**config.mk**
```make
export PLATFORM = sky130hd
export DESIGN_NAME = memwrite_scoreboard_flat
export DESIGN_NICKNAME = d
export VERILOG_FILES = /design/src/rtl/mws_pkg.sv /design/src/rtl/memwrite_scoreboard_if.sv /design/src/rtl/mws_entry_match.sv /design/src/rtl/memwrite_scoreboard.sv /design/src/flat_wrapper.sv
export SDC_FILE = /design/constraint.sdc
export NUM_CORES = 1
export LEC_CHECK = 0
export ABC_AREA = 1
export CORE_ASPECT_RATIO = 1.1
export CORE_MARGIN = 5
export CORE_UTILIZATION = 50
export CTS_BUF_LIST = sky130_fd_sc_hd__clkbuf_8
export DETAILED_ROUTE_END_ITERATION = 8
export PLACE_DENSITY_LB_ADDON = 0.05
export SLEW_MARGIN = 20
export SYNTH_ARGS = -nofsm -noshare
export SYNTH_HDL_FRONTEND = slang
export SYNTH_SLANG_ARGS = --single-unit
```
**constraint.sdc**
```tcl
create_clock -name clk -period 3.9 [get_ports clk]
set_input_delay 1.17 -clock clk [delete_from_list [all_inputs] [get_ports clk]]
set_output_delay 1.17 -clock clk [all_outputs]
set_load 0.02 [all_outputs]
```
**src/rtl/mws_pkg.sv**
```systemverilog
// Shared types for the memory-write scoreboard: FSM states, fail codes and the
// expectation-table entry, sized to the widest bus the scoreboard supports.
package mws_pkg;

  localparam int MWS_MAX_ADDR_W = 64;
  localparam int MWS_MAX_DATA_W = 64;
  localparam int MWS_MAX_LANES  = MWS_MAX_DATA_W / 8;

  typedef enum logic [1:0] {
    IDLE = 2'd0,
    RUN  = 2'd1,
    PASS = 2'd2,
    FAIL = 2'd3
  } mws_state_t;

  localparam logic [1:0] FC_NONE     = 2'd0;
  localparam logic [1:0] FC_MISMATCH = 2'd1;
  localparam logic [1:0] FC_TIMEOUT  = 2'd2;

  // Narrower buses are zero-extended into these fields on both the table and
  // the observed side, so the upper bits always compare equal.
  typedef struct packed {
    logic [MWS_MAX_ADDR_W-1:0] addr;
    logic [MWS_MAX_DATA_W-1:0] data;
    logic [MWS_MAX_LANES-1:0]  mask;
  } exp_entry_t;

  function automatic logic [MWS_MAX_DATA_W-1:0] lane_expand(input logic [MWS_MAX_LANES-1:0] mask);
    logic [MWS_MAX_DATA_W-1:0] lanes;
    lanes = '0;
    for (int i = 0; i < MWS_MAX_LANES; i++) lanes[i*8 +: 8] = {8{mask[i]}};
    return lanes;
  endfunction

endpackage

```
**src/rtl/memwrite_scoreboard_if.sv**
```systemverilog
// Configuration, observed store bus and result signals of the memory-write
// scoreboard; master drives table/bus, slave is the scoreboard itself.
interface memwrite_scoreboard_if #(
  parameter int ADDR_W = 32,
  parameter int DATA_W = 32,
  parameter int N_EXP  = 4
);
  localparam int IDXW = (N_EXP > 1) ? $clog2(N_EXP) : 1;
  localparam int CNTW = IDXW + 1;

  logic              cfg_we;
  logic [IDXW-1:0]   cfg_idx;
  logic [ADDR_W-1:0] cfg_addr;
  logic [DATA_W-1:0] cfg_data;
  logic [DATA_W/8-1:0] cfg_mask;
  logic [CNTW-1:0]   cfg_count;
  logic              start;

  logic              memwrite;
  logic [ADDR_W-1:0] dataadr;
  logic [DATA_W-1:0] writedata;

  logic              done;
  logic              pass;
  logic [1:0]        fail_code;
  logic [CNTW-1:0]   matched;
  logic [ADDR_W-1:0] fail_addr;
  logic [DATA_W-1:0] fail_data;

  modport master (
    output cfg_we, cfg_idx, cfg_addr, cfg_data, cfg_mask, cfg_count, start,
    output memwrite, dataadr, writedata,
    input  done, pass, fail_code, matched, fail_addr, fail_data
  );

  modport slave (
    input  cfg_we, cfg_idx, cfg_addr, cfg_data, cfg_mask, cfg_count, start,
    input  memwrite, dataadr, writedata,
    output done, pass, fail_code, matched, fail_addr, fail_data
  );

endinterface

```
**src/rtl/mws_entry_match.sv**
```systemverilog
// Combinational compare of one expected store against the observed bus:
// address must be equal and every enabled byte lane of the data must agree.
module mws_entry_match
  import mws_pkg::*;
(
  input  exp_entry_t                entry,
  input  logic [MWS_MAX_ADDR_W-1:0] addr,
  input  logic [MWS_MAX_DATA_W-1:0] data,
  output logic                      hit
);

  assign hit = (addr == entry.addr) &&
               (((data ^ entry.data) & lane_expand(entry.mask)) == '0);

endmodule

```
**src/rtl/memwrite_scoreboard.sv**
```systemverilog
// Memory-write scoreboard: matches every observed store against a table of
// expected stores and reports pass, mismatch or timeout with the failing write.
//
//   state | meaning
//   IDLE  | after reset; table writable, bus ignored
//   RUN   | armed; table frozen, stores checked, cycle counter running
//   PASS  | all active entries matched (sticky until start/reset)
//   FAIL  | mismatch or timeout, see fail_code (sticky until start/reset)
module memwrite_scoreboard
  import mws_pkg::*;
#(
  parameter int ADDR_W  = 32,
  parameter int DATA_W  = 32,
  parameter int N_EXP   = 4,
  parameter int TIMEOUT = 1000,
  parameter int ORDERED = 1
) (
  input logic clk,
  input logic reset,
  memwrite_scoreboard_if.slave bus
);

  localparam int IDXW = (N_EXP > 1) ? $clog2(N_EXP) : 1;
  localparam int CNTW = IDXW + 1;
  localparam int TW   = $clog2(TIMEOUT + 1);

  exp_entry_t        table_q [N_EXP];
  logic [N_EXP-1:0]  hit_raw;
  logic [N_EXP-1:0]  act_mask;
  logic [N_EXP-1:0]  cand;
  logic [IDXW-1:0]   pick;
  logic [IDXW-1:0]   wr_idx;
  logic              wr_ok;

  mws_state_t        state_q, state_d;
  logic [N_EXP-1:0]  bitmap_q, bitmap_d;
  logic [CNTW-1:0]   matched_q, matched_d;
  logic [CNTW-1:0]   active_q, active_d;
  logic [CNTW-1:0]   count_sat;
  logic [TW-1:0]     cyc_q, cyc_d;
  logic [1:0]        fc_q, fc_d;
  logic [ADDR_W-1:0] fa_q, fa_d;
  logic [DATA_W-1:0] fd_q, fd_d;

  logic [MWS_MAX_ADDR_W-1:0] obs_addr;
  logic [MWS_MAX_DATA_W-1:0] obs_data;

  // Table is writable whenever the checker is not running.
  always_ff @(posedge clk or negedge reset) begin
    if (!reset) begin
      for (int i = 0; i < N_EXP; i++) table_q[i] <= '0;
    end else if (bus.cfg_we && state_q != RUN) begin
      table_q[bus.cfg_idx] <= '{addr: MWS_MAX_ADDR_W'(bus.cfg_addr),
                                data: MWS_MAX_DATA_W'(bus.cfg_data),
                                mask: MWS_MAX_LANES'(bus.cfg_mask)};
    end
  end

  assign obs_addr = MWS_MAX_ADDR_W'(bus.dataadr);
  assign obs_data = MWS_MAX_DATA_W'(bus.writedata);

  for (genvar g = 0; g < N_EXP; g++) begin : g_match
    mws_entry_match u_match (
      .entry (table_q[g]),
      .addr  (obs_addr),
      .data  (obs_data),
      .hit   (hit_raw[g])
    );
  end

  assign count_sat = (bus.cfg_count > CNTW'(N_EXP)) ? CNTW'(N_EXP) : bus.cfg_count;

  // Entry selection: next entry in order, or lowest-index unmatched active hit.
  always_comb begin
    act_mask = '0;
    for (int i = 0; i < N_EXP; i++) act_mask[i] = (CNTW'(i) < active_q);
    cand = hit_raw & ~bitmap_q & act_mask;
    pick = '0;
    for (int i = N_EXP - 1; i >= 0; i--) begin
      if (cand[i]) pick = IDXW'(i);
    end
    if (ORDERED != 0) begin
      wr_idx = matched_q[IDXW-1:0];
      wr_ok  = hit_raw[wr_idx];
    end else begin
      wr_idx = pick;
      wr_ok  = |cand;
    end
  end

  always_comb begin
    state_d   = state_q;
    bitmap_d  = bitmap_q;
    matched_d = matched_q;
    active_d  = active_q;
    cyc_d     = cyc_q;
    fc_d      = fc_q;
    fa_d      = fa_q;
    fd_d      = fd_q;
    if (bus.start) begin
      active_d  = count_sat;
      bitmap_d  = '0;
      matched_d = '0;
      cyc_d     = '0;
      fc_d      = FC_NONE;
      fa_d      = '0;
      fd_d      = '0;
      state_d   = (count_sat == '0) ? PASS : RUN;
    end else if (state_q == RUN) begin
      cyc_d = cyc_q + 1'b1;
      if (bus.memwrite && !wr_ok) begin
        state_d = FAIL;
        fc_d    = FC_MISMATCH;
        fa_d    = bus.dataadr;
        fd_d    = bus.writedata;
      end else begin
        if (bus.memwrite) begin
          bitmap_d  = bitmap_q | (N_EXP'(1) << wr_idx);
          matched_d = matched_q + 1'b1;
        end
        // A completing match wins over a timeout on the same edge.
        if (bus.memwrite && (matched_q + 1'b1) == active_q) begin
          state_d = PASS;
        end else if (cyc_q == TW'(TIMEOUT - 1)) begin
          state_d = FAIL;
          fc_d    = FC_TIMEOUT;
        end
      end
    end
  end

  always_ff @(posedge clk or negedge reset) begin
    if (!reset) begin
      state_q   <= IDLE;
      bitmap_q  <= '0;
      matched_q <= '0;
      active_q  <= '0;
      cyc_q     <= '0;
      fc_q      <= FC_NONE;
      fa_q      <= '0;
      fd_q      <= '0;
    end else begin
      state_q   <= state_d;
      bitmap_q  <= bitmap_d;
      matched_q <= matched_d;
      active_q  <= active_d;
      cyc_q     <= cyc_d;
      fc_q      <= fc_d;
      fa_q      <= fa_d;
      fd_q      <= fd_d;
    end
  end

  assign bus.done      = (state_q == PASS) || (state_q == FAIL);
  assign bus.pass      = (state_q == PASS);
  assign bus.fail_code = fc_q;
  assign bus.matched   = matched_q;
  assign bus.fail_addr = fa_q;
  assign bus.fail_data = fd_q;

endmodule
```
**src/flat_wrapper.sv**
```systemverilog
// flat-port wrapper written by rule: the top's interface ports become plain ports
module memwrite_scoreboard_flat import mws_pkg::*;
#(
  parameter int ADDR_W  = 32,
  parameter int DATA_W  = 32,
  parameter int N_EXP   = 4,
  parameter int TIMEOUT = 1000,
  parameter int ORDERED = 1
)
  (clk, reset, bus_cfg_we, bus_cfg_idx, bus_cfg_addr, bus_cfg_data, bus_cfg_mask, bus_cfg_count, bus_start, bus_memwrite, bus_dataadr, bus_writedata, bus_done, bus_pass, bus_fail_code, bus_matched, bus_fail_addr, bus_fail_data);
  memwrite_scoreboard_if #(.ADDR_W(ADDR_W), .DATA_W(DATA_W), .N_EXP(N_EXP)) bus_i ();
  input logic clk;
  input logic reset;
  input wire logic [$bits(bus_i.cfg_we)-1:0] bus_cfg_we;
  input wire logic [$bits(bus_i.cfg_idx)-1:0] bus_cfg_idx;
  input wire logic [$bits(bus_i.cfg_addr)-1:0] bus_cfg_addr;
  input wire logic [$bits(bus_i.cfg_data)-1:0] bus_cfg_data;
  input wire logic [$bits(bus_i.cfg_mask)-1:0] bus_cfg_mask;
  input wire logic [$bits(bus_i.cfg_count)-1:0] bus_cfg_count;
  input wire logic [$bits(bus_i.start)-1:0] bus_start;
  input wire logic [$bits(bus_i.memwrite)-1:0] bus_memwrite;
  input wire logic [$bits(bus_i.dataadr)-1:0] bus_dataadr;
  input wire logic [$bits(bus_i.writedata)-1:0] bus_writedata;
  output wire logic [$bits(bus_i.done)-1:0] bus_done;
  output wire logic [$bits(bus_i.pass)-1:0] bus_pass;
  output wire logic [$bits(bus_i.fail_code)-1:0] bus_fail_code;
  output wire logic [$bits(bus_i.matched)-1:0] bus_matched;
  output wire logic [$bits(bus_i.fail_addr)-1:0] bus_fail_addr;
  output wire logic [$bits(bus_i.fail_data)-1:0] bus_fail_data;
  assign bus_i.cfg_we = bus_cfg_we;
  assign bus_i.cfg_idx = bus_cfg_idx;
  assign bus_i.cfg_addr = bus_cfg_addr;
  assign bus_i.cfg_data = bus_cfg_data;
  assign bus_i.cfg_mask = bus_cfg_mask;
  assign bus_i.cfg_count = bus_cfg_count;
  assign bus_i.start = bus_start;
  assign bus_i.memwrite = bus_memwrite;
  assign bus_i.dataadr = bus_dataadr;
  assign bus_i.writedata = bus_writedata;
  assign bus_done = bus_i.done;
  assign bus_pass = bus_i.pass;
  assign bus_fail_code = bus_i.fail_code;
  assign bus_matched = bus_i.matched;
  assign bus_fail_addr = bus_i.fail_addr;
  assign bus_fail_data = bus_i.fail_data;
  memwrite_scoreboard #(.ADDR_W(ADDR_W), .DATA_W(DATA_W), .N_EXP(N_EXP), .TIMEOUT(TIMEOUT), .ORDERED(ORDERED)) u_core (.clk(clk), .reset(reset), .bus(bus_i));
endmodule
```
# [After elaboration in Yosys (flattened, before gate mapping)]
# Index checks and enable logic that the tools add are counted.
[totals] register_bits=628 input_bits=142 out_inout_bits=71 elab_cells=99
[classes] addsub=2 magnitude_cmp=4 n_eq_ne=12 n_mux=29 bitwise_logic=9 reduce_logical=24
[op_table] cell="bitwise mux 544 bit" n=1
[op_table] cell="demux 136 bit (select 2 bit)" n=1
[op_table] cell="AND 64 bit" n=4
[op_table] cell="== test 32 x 64 -> 1 bit" n=4
[op_table] cell="zero test 64 bit" n=4
[op_table] cell="XOR 32 x 64 -> 64 bit" n=4
[op_table] cell="two-way mux 32 bit" n=6
[op_table] cell="two-way mux 136 bit" n=1
[op_table] cell="two-way mux 2 bit" n=11
[op_table] cell="two-way mux 10 bit" n=2
[op_table] cell="two-way mux 3 bit" n=5
[op_table] cell="adder 10 x 1 -> 10 bit, second input constant" n=1
[op_table] cell="== test 10 bit, second input constant" n=1
[op_table] cell="logical AND 1 bit" n=8
[op_table] cell="AND reduction 3 bit" n=2
[op_table] cell="nonzero test 2 bit" n=3
[op_table] cell="== test 2 bit, second input constant" n=2
[op_table] cell="AND reduction 2 bit" n=2
[op_table] cell="nonzero test 4 bit" n=1
[op_table] cell="adder 3 x 1 -> 3 bit, second input constant" n=1
[op_table] cell="== test 3 bit" n=1
[op_table] cell=">= comparator 3 bit, second input constant" n=1
[op_table] cell="greater-than comparator 3 bit, second input constant" n=1
[op_table] cell="zero test 3 bit" n=1
[op_table] cell="12 further kinds" n=12

# [Depth between registers and ports, before layout]
[logic_depth] word_depth=11 mapped_depth=20 depth_no_buf=18

# [By module]
# Synthesis repeated with hierarchy kept, for this count alone.
[hier_totals] cells_unflattened=3527 hier_area_um2=23040.8
[by_module_without_submodules] module="memwrite_scoreboard" instances=1 cells_each=1383 area_each_um2=13651.8 seq_area_each_um2=8908.5
[by_module_without_submodules] module="mws_entry_match" instances=4 cells_each=536 area_each_um2=2347.3 seq_area_each_um2=0.0

# [Worst setup path after synthesis]
# No wires, ideal clock.
[synth_path] path_kind="input to register" startpoint="in bus_writedata[17]" endpoint="reg u_core.fc_q[0] (netlist: u_core.bus.fail_code[0])" setup_ps=66 arrival_time_ps=2627 t_required_ps=3834 slack_ps=1207 stages=17 path_buffers=3 cell_sequence="buf_2 -> or2_0 -> nand3_1 -> nand4_1 -> nor2_1 -> nand2_1 -> nor2_1 -> nand2_1 -> nand2_1 -> nand2_2 -> nand3_4 -> nand2_2 -> nand2_2 -> buf_6 -> buf_6 -> nand3_1 -> nand2_1"
[synth_via] elab_chain_cells=11 elab_cells_between_ends=26 cone_classes="1 x eq/ne; 5 x mux; 8 x bitwise; 12 x reduce/logical"
[synth_lines] element="start: declaration" line_no="flat_wrapper.sv:23" rtl="input wire logic [$bits(bus_i.writedata)-1:0] bus_writedata;"
[synth_lines] element="XOR 32 x 64 -> 64 bit" line_no="mws_entry_match.sv:13" rtl="(((data ^ entry.data) & lane_expand(entry.mask)) == '0);"
[synth_lines] element="AND 64 bit" line_no="mws_entry_match.sv:13"
[synth_lines] element="zero test 64 bit" line_no="mws_entry_match.sv:13"
[synth_lines] element="logical AND 1 bit" line_no="mws_entry_match.sv:12" rtl="assign hit = (addr == entry.addr) &&"
[synth_lines] element="binary-select mux 1 bit (select 2 bit) (*)" line_no="memwrite_scoreboard.sv:84" rtl="wr_ok = hit_raw[wr_idx];"
[synth_lines] element="two-way mux 1 bit (not written as such) (*)" line_no="memwrite_scoreboard.sv:84"
[synth_lines] element="zero test 1 bit (*)" line_no="memwrite_scoreboard.sv:111" rtl="if (bus.memwrite && !wr_ok) begin"
[synth_lines] element="logical AND 1 bit (*)" line_no="memwrite_scoreboard.sv:111"
[synth_lines] element="two-way mux 2 bit" line_no="memwrite_scoreboard.sv:111"
[synth_lines] element="two-way mux 2 bit" line_no="memwrite_scoreboard.sv:109" rtl="end else if (state_q == RUN) begin"
[synth_lines] element="two-way mux 2 bit" line_no="memwrite_scoreboard.sv:100" rtl="if (bus.start) begin"
[synth_lines] element="end signal: assignment" line_no="memwrite_scoreboard.sv:139" rtl="fc_q <= FC_NONE;"
[synth_lines] element="end signal: assignment" line_no="memwrite_scoreboard.sv:148" rtl="fc_q <= fc_d;"
[synth_lines] element="end: declaration" line_no="memwrite_scoreboard.sv:41" rtl="logic [1:0] fc_q, fc_d;"
# Mark *: on every way between the ends. The rest lies on a longest branch, timed or not. The select of a mux whose other input is x is not followed.
# A chain may end at the register's enable or synchronous reset.

# [Worst setup path after layout]
[layout_path] startpoint="in bus_dataadr[9]" endpoint="reg u_core.fa_q[26] (netlist: u_core.bus.fail_addr[26])"
[layout_via] elab_chain_cells=8 elab_cells_between_ends=14 cone_classes="4 x eq/ne; 2 x mux; 8 x reduce/logical"
[layout_lines] element="start: declaration" line_no="flat_wrapper.sv:22" rtl="input wire logic [$bits(bus_i.dataadr)-1:0] bus_dataadr;"
[layout_lines] element="== test 32 x 64 -> 1 bit" line_no="mws_entry_match.sv:12"
[layout_lines] element="logical AND 1 bit" line_no="mws_entry_match.sv:12"
[layout_lines] element="binary-select mux 1 bit (select 2 bit) (*)" line_no="memwrite_scoreboard.sv:84"
[layout_lines] element="two-way mux 1 bit (not written as such) (*)" line_no="memwrite_scoreboard.sv:84"
[layout_lines] element="zero test 1 bit (*)" line_no="memwrite_scoreboard.sv:111"
[layout_lines] element="logical AND 1 bit (*)" line_no="memwrite_scoreboard.sv:111"
[layout_lines] element="nonzero test 2 bit (no line) (*)"
[layout_lines] element="AND reduction 2 bit (no line) (*)"
[layout_lines] element="end signal: assignment" line_no="memwrite_scoreboard.sv:140" rtl="fa_q <= '0;"
[layout_lines] element="end signal: assignment" line_no="memwrite_scoreboard.sv:149" rtl="fa_q <= fa_d;"
[layout_lines] element="end: declaration" line_no="memwrite_scoreboard.sv:42" rtl="logic [ADDR_W-1:0] fa_q, fa_d;"
# Marked as above.

==> metrics.yaml <==
outcome: "complete, no violations"
grt_max_degree: 137
rsz0062_at_grt: "no"
power.internal_mw: 7.72
cap_violations: 0
clock-sinks: 356
numPortBuffers: 212
diodes: 0
cp_max_fo: 31
fin_ws_ns: 0.547
finalMaxSlewViolations: 0
grtUsageTotal: 0.259
route.detailed.drc: 0
setup_violations: 0
min_period_ns: 3.35
cts_buffers: 60
crit_type: "input port to register"
clock.fmax_mhz: 298
die_area_sq_um: 38800
p_leak_nw: 10.5
seq_power_share: 0.462
cts_resized: 0
fin_skew_ns: 0.0257
vias: 15000
drive_gt1_frac: 0.0733
final_cells: 2947
htree_levels: 2
core_area_sq_um: 34400
synth_warnings: 0
hold_viol_final: 0
pin_count: 213
vdd_drop_max_v: 0.000318
finalCoreUtilization: 0.621
grt_overflow: 0
fin_area_sq_um: 21400
final_cell_mix: "nand2_1, dfrtp_1, o21ai_0, inv_1, clkdlybuf4s50_1"
fp.dieH_um: 206
insertion_delay_ns: 0.63
max-clock-path-buffers: 3
start_util: 0.508
ys_seq_elements: 356
cts.clk_slew.worst_paths_ns: 0.06
placed_cells: 2843
p_per_area_nw_per_um2: 553
crit_path_end_kind: "register"
synth_seq_area_share: 0.510
num_rows: 71
cts_tree: "built"
area_growth_pct: 22.2
avgRoutedWirePerCell_um: 17.0
switching_share: 0.346
gp_congestion: 0.945
final_common_cell: "nand2_1"
min_path_type: "register to register"
tightest_slew_ns: 0.617
antenna_found_initial: 2
dr.pass1.iters: 6
crit_path_start_kind: "input port"
relSlewSlack: 0.589
dp_slack_ns: -0.00471
synthesis.area_sq_um: 17500
grt_pass1_wl_mm: 79.5
die_w_um: 188
p_clk_frac: 0.269
ctsHoldBuffers: 0
p_sw_mw: 4.09
dp_hpwl_mm: 35.8
combPwrFrac: 0.269
synthCells: 2248
drtIter0Drc: 1264
cts_setup_buffers: 0
first_global_vias: 14700
drt_wl_total_mm: 50.0
finalCritPeriodShare: 0.860
nets: 2611
drt-vias-per-instance: 5.10
ctsRootBufferMaster: "clkbuf_8"
place_area_sq_um: 20200
antenna_left: 0
avgSynthCellArea_sq_um: 7.77
required_ns: 4.44
whs_ns: 0.476
synth_fp_nets: 2392
yosys.cell_types.count: 35
cp.arrival_ns: 3.89
## state kept, by name, indices dropped and copies added, names as in the netlist
name	flops
u_core.cyc_q	10
u_core.table_q	272
u_core.bus.matched	3
u_core.bus.fail_code	2
u_core.state_q	2
u_core.bus.fail_addr	32
u_core.bus.fail_data	32
u_core.active_q	3
## Yosys cell counts
master    count  area, sq um
a211oi_1      2         15.0
a21boi_1      2         15.0
a21oi_1      15         75.1
a21oi_2       1         8.76
and2_1        1         6.26
buf_1         8         30.0
buf_2        23          115
buf_4         2         15.0
buf_6         6         67.6
clkbuf_1     44          165
clkbuf_2     12         60.1
clkbuf_4      1         7.51
dfrtp_1     356         8910
ha_1          2         25.0
inv_1       247          927
inv_2        21         78.8
nand2_1     775         2910
nand2_2       5         31.3
nand3_1      71          355
nand3_4       1         17.5
nand4_1      10         62.6
nor2_1      120          450
nor2_4        1         11.3
nor3_1       10         50.1
nor4_1        1         6.26
o211ai_1      3         22.5
o21a_1        1         7.51
o21ai_0     344         1720
o21ai_1      25          125
o21ai_2      24          210
o31ai_1       1         7.51
or2_0         7         43.8
or2_2         2         12.5
xnor2_1      94          823
xor2_1       10         87.6
## kinds of logic (layout without fill, tap and decap cells)
group | Yosys count | after routing | share of synthesized area
compound gates | 418 | 418 | 0.126
buf+inv | 364 | 625 | 0.0839
simple gates | 1004 | 1004 | 0.226
flops | 356 | 356 | 0.510
fa+ha+maj | 2 | 2 | 0.00143
xor+xnor | 104 | 104 | 0.0521
## final timing paths
kind                                          from                       end  slack, ns  cells after the start
setup reg to reg             u_core.bus.matched[0]  u_core.bus.fail_addr[26]       1.29                     16
setup / recovery                    bus_dataadr[9]  u_core.bus.fail_addr[26]       0.55                     21
min in group asynchronous                    reset           u_core.cyc_q[7]       0.50                      1
hold reg to reg            u_core.bus.fail_data[9]   u_core.bus.fail_data[9]       0.48                      2
max in group asynchronous                    reset       u_core.table_q[374]       2.44                      2
hold / removal             u_core.bus.fail_data[9]   u_core.bus.fail_data[9]       0.48                      2
## per-layer routing
metal | vias up | wire (um) | GRT usage | share of wire
li1 | 7433 | - | - | -
met1 | 7006 | 21700 | 0.352 | 0.43
met2 | 488 | 23500 | 0.424 | 0.47
met3 | 90 | 3310 | 0.0488 | 0.066
met4 | 4 | 1370 | 0.0808 | 0.027
met5 | - | 38 | 0 | 0.00076
## power by group through the flow
stage | registers [mW] | clock network [mW] | logic [mW]
6_report | 5.45 | 3.18 | 3.18
5_1_grt | 5.58 | 3.43 | 3.63
4_1_cts | 5.43 | 3.25 | 3.20
3_5_place_dp | 5.49 | 0 | 3.19
3_3_place_gp | 5.45 | 0 | 3.12
2_1_floorplan | 5.34 | 0 | 2.06
## critical path, cell delays in order
cell and delay, ns:
clkdlybuf4s50_1 0.51, inv_2 0.05, buf_4 0.15, nand2_1 0.07, nand2_1 0.12, inv_1 0.08
nand2_1 0.05, nor2_1 0.15, nand2_1 0.09, nor2_1 0.21, nand2_1 0.13, nor2_1 0.10
nand2_1 0.05, nand2_1 0.12, nand2_2 0.09, nand3_4 0.11, nand2_2 0.06, nand2_2 0.18
buf_12 0.21, nand2_1 0.09, o21ai_2 0.06
## metrics by stage
stage | TNS [ns] | power [mW]
floorplan | 0 | 7.40
global route | 0 | 12.6
global placement | 0 | 8.57
finish | 0 | 11.8
detailed placement | -0.00471 | 8.67
CTS | 0 | 11.9
## final cells by class
class | instances | area [sq um]
Multi-Input combinational cell | 1528 | 7150
Inverter | 268 | 1010
Sequential cell | 356 | 8910
Tap cell | 438 | 548
Clock inverter | 31 | 133
Fill cell | 3127 | 13000
Clock buffer | 73 | 1000
Timing Repair Buffer | 253 | 2610
(Power assumes the default switching activity.)
==> patch (same flow settings) <==
`ADDR_W` is set to 32 in 3 places; all go to 64.
--- a/src/rtl/memwrite_scoreboard_if.sv
+++ b/src/rtl/memwrite_scoreboard_if.sv
@@ -1,7 +1,7 @@
 // Configuration, observed store bus and result signals of the memory-write
 // scoreboard; master drives table/bus, slave is the scoreboard itself.
 interface memwrite_scoreboard_if #(
-  parameter int ADDR_W = 32,
+  parameter int ADDR_W = 64,
   parameter int DATA_W = 32,
   parameter int N_EXP  = 4
 );
--- a/src/rtl/memwrite_scoreboard.sv
+++ b/src/rtl/memwrite_scoreboard.sv
@@ -9,7 +9,7 @@
 module memwrite_scoreboard
   import mws_pkg::*;
 #(
-  parameter int ADDR_W  = 32,
+  parameter int ADDR_W  = 64,
   parameter int DATA_W  = 32,
   parameter int N_EXP   = 4,
   parameter int TIMEOUT = 1000,
--- a/src/flat_wrapper.sv
+++ b/src/flat_wrapper.sv
@@ -1,7 +1,7 @@
 // flat-port wrapper written by rule: the top's interface ports become plain ports
 module memwrite_scoreboard_flat import mws_pkg::*;
 #(
-  parameter int ADDR_W  = 32,
+  parameter int ADDR_W  = 64,
   parameter int DATA_W  = 32,
   parameter int N_EXP   = 4,
   parameter int TIMEOUT = 1000,
Ports: changed (resized bus_cfg_addr, bus_dataadr and bus_fail_addr); port bits go from 213 to 309. The function was not compared with the original's and may differ.
==> patch against the original RTL <==
  * First-iteration DRC count up 48%
  * Sequential share of layout area down 0.50 points
  * Worst setup slack worse by 0.27 ns
  * Total power up 56%
  * Wire length up 58%
  * Non-clock buffer count up 133
  * Via count up 48%
  * Cell area up 47%
  * Area after synthesis up 46%
  * Sequential cell count up 160
==> patch: results (changes against the original RTL) <==
metric	value	unit	change
worstSetupStartpoint	bus_dataadr[9]		
grt_max_degree	147		+7.3%
largest_reg_flops	400		+47%
use_met3	4.820	%	-0.062 points
drtIter0Drc	1873		+48%
clock_latency	0.67	ns	+0.04 ns
syn_nets	3465		+45%
use_met2	49.01	%	+6.6 points
grt.total_usage	28.24	%	+2.4 points
grt_pass1_wl	123300	um	+55%
io_buffers	308		+45%
crit_fanout	20		-35%
wl_per_cell	18.32	um	+8.1%
netlist_top_cells_area	dfrtp_1, nand2_1, o21ai_0		
cpPeakStageDelay	0.54	ns	+0.03 ns
p_leak	15.52	nW	+47%
antenna_found_initial	4		+2
reg2reg_depth	18		+2
synth_seq_area_share	50.65	%	-0.33 points
hold_class	primary input to asynchronous set/reset pin		
final_nets	3789		+45%
top_register	u_core.table_q		
dp_hpwl	58220	um	+63%
nFillCells	4502		+44%
status	complete, no violations		
drive_above_1_share	8.155	%	+0.82 points
gp_congestion	0.9346		-1.1%
worst_slew_pin_slew	0.6689	ns	+0.05225 ns
vias	22222		+48%
regToRegStartpoint	u_core.table_q[375]		
synth.distinct_cells	32		-8.6%
netlist_top_cells_count	nand2_1, dfrtp_1, o21ai_0		
reg2reg_slack	1.04	ns	-0.25 ns
met1_usage	35.58	%	+0.40 points
place_ws	-0.2795	ns	-0.2748 ns
arrival	4.14	ns	+0.25 ns
cts_inserted_buffers	87		+45%
irDropWorstVdd	0.3129	mV	-1.5%
r2r-end	u_core.bus.fail_data[31]		
h-tree-depth	3		+1
cpMaxStageDelayCell	clkdlybuf4s50_1		
finClkSkew	0.02716	ns	+0.001462 ns
patch: how the worst max path moves through the flow:
stage                     depth (start not counted)  slack, ns                       end
after floorplan                                  16       1.10  u_core.bus.fail_addr[32]
after global placement                           19      -0.30  u_core.bus.fail_addr[63]
after detailed placement                         19      -0.28  u_core.bus.fail_addr[63]
after CTS                                        19       0.42  u_core.bus.fail_addr[63]
after global routing                             19       0.16  u_core.bus.fail_data[26]
final                                            19       0.28  u_core.bus.fail_data[31]
patch: power breakdown:
| part | total [mW] | switching, mW | internal (mW) | leakage, nW |
|---|---|---|---|---|
| sequential | 8.31 | 1.34 | 6.97 | 6.58 |
| combinational | 5.26 | 3.02 | 2.24 | 7.94 |
| clock | 4.82 | 2.21 | 2.61 | 0.996 |
patch: metal layers:
layer	routed length, um	vias up
met5	41	-
met4	2849	6
met3	4872	156
met2	39130	694
met1	31980	10560
li1	-	10806
patch: cell type report:
type,count,area (um2),area share (%)
sequential,516,12910,41.22
multi-input combinational,2205,10480,33.45
timing repair buffer,386,3924,12.53
clock buffer,115,1583,5.053
inverter,385,1445,4.613
tap,660,825.8,2.636
clock inverter,35,148.9,0.4753
antenna,3,7.507,0.02396
patch: per-stage QoR:
| step | hold slack [ns] | utilization [%] | cell area, um2 | instances |
|---|---|---|---|---|
| 2_1_floorplan | 0.4530 | - | 25490 | 3257 |
| 3_3_place_gp | 0.4616 | 58.88 | 29590 | 4152 |
| 3_5_place_dp | 0.4632 | 58.88 | 29590 | 4152 |
| 4_1_cts | 0.4544 | 62.33 | 31320 | 4302 |
| 5_1_grt | 0.5052 | 62.33 | 31320 | 4302 |
| 6_report | 0.4782 | 62.34 | 31330 | 4305 |
patch: cells by family after synthesis:
| kind of cell | synth area share [%] |
|---|---|
| fa+ha+maj | 0.09814 |
| simple gates | 22.91 |
| compound gates | 12.59 |
| flops | 50.65 |
| buf+inv | 8.427 |
| xor+xnor | 5.325 |
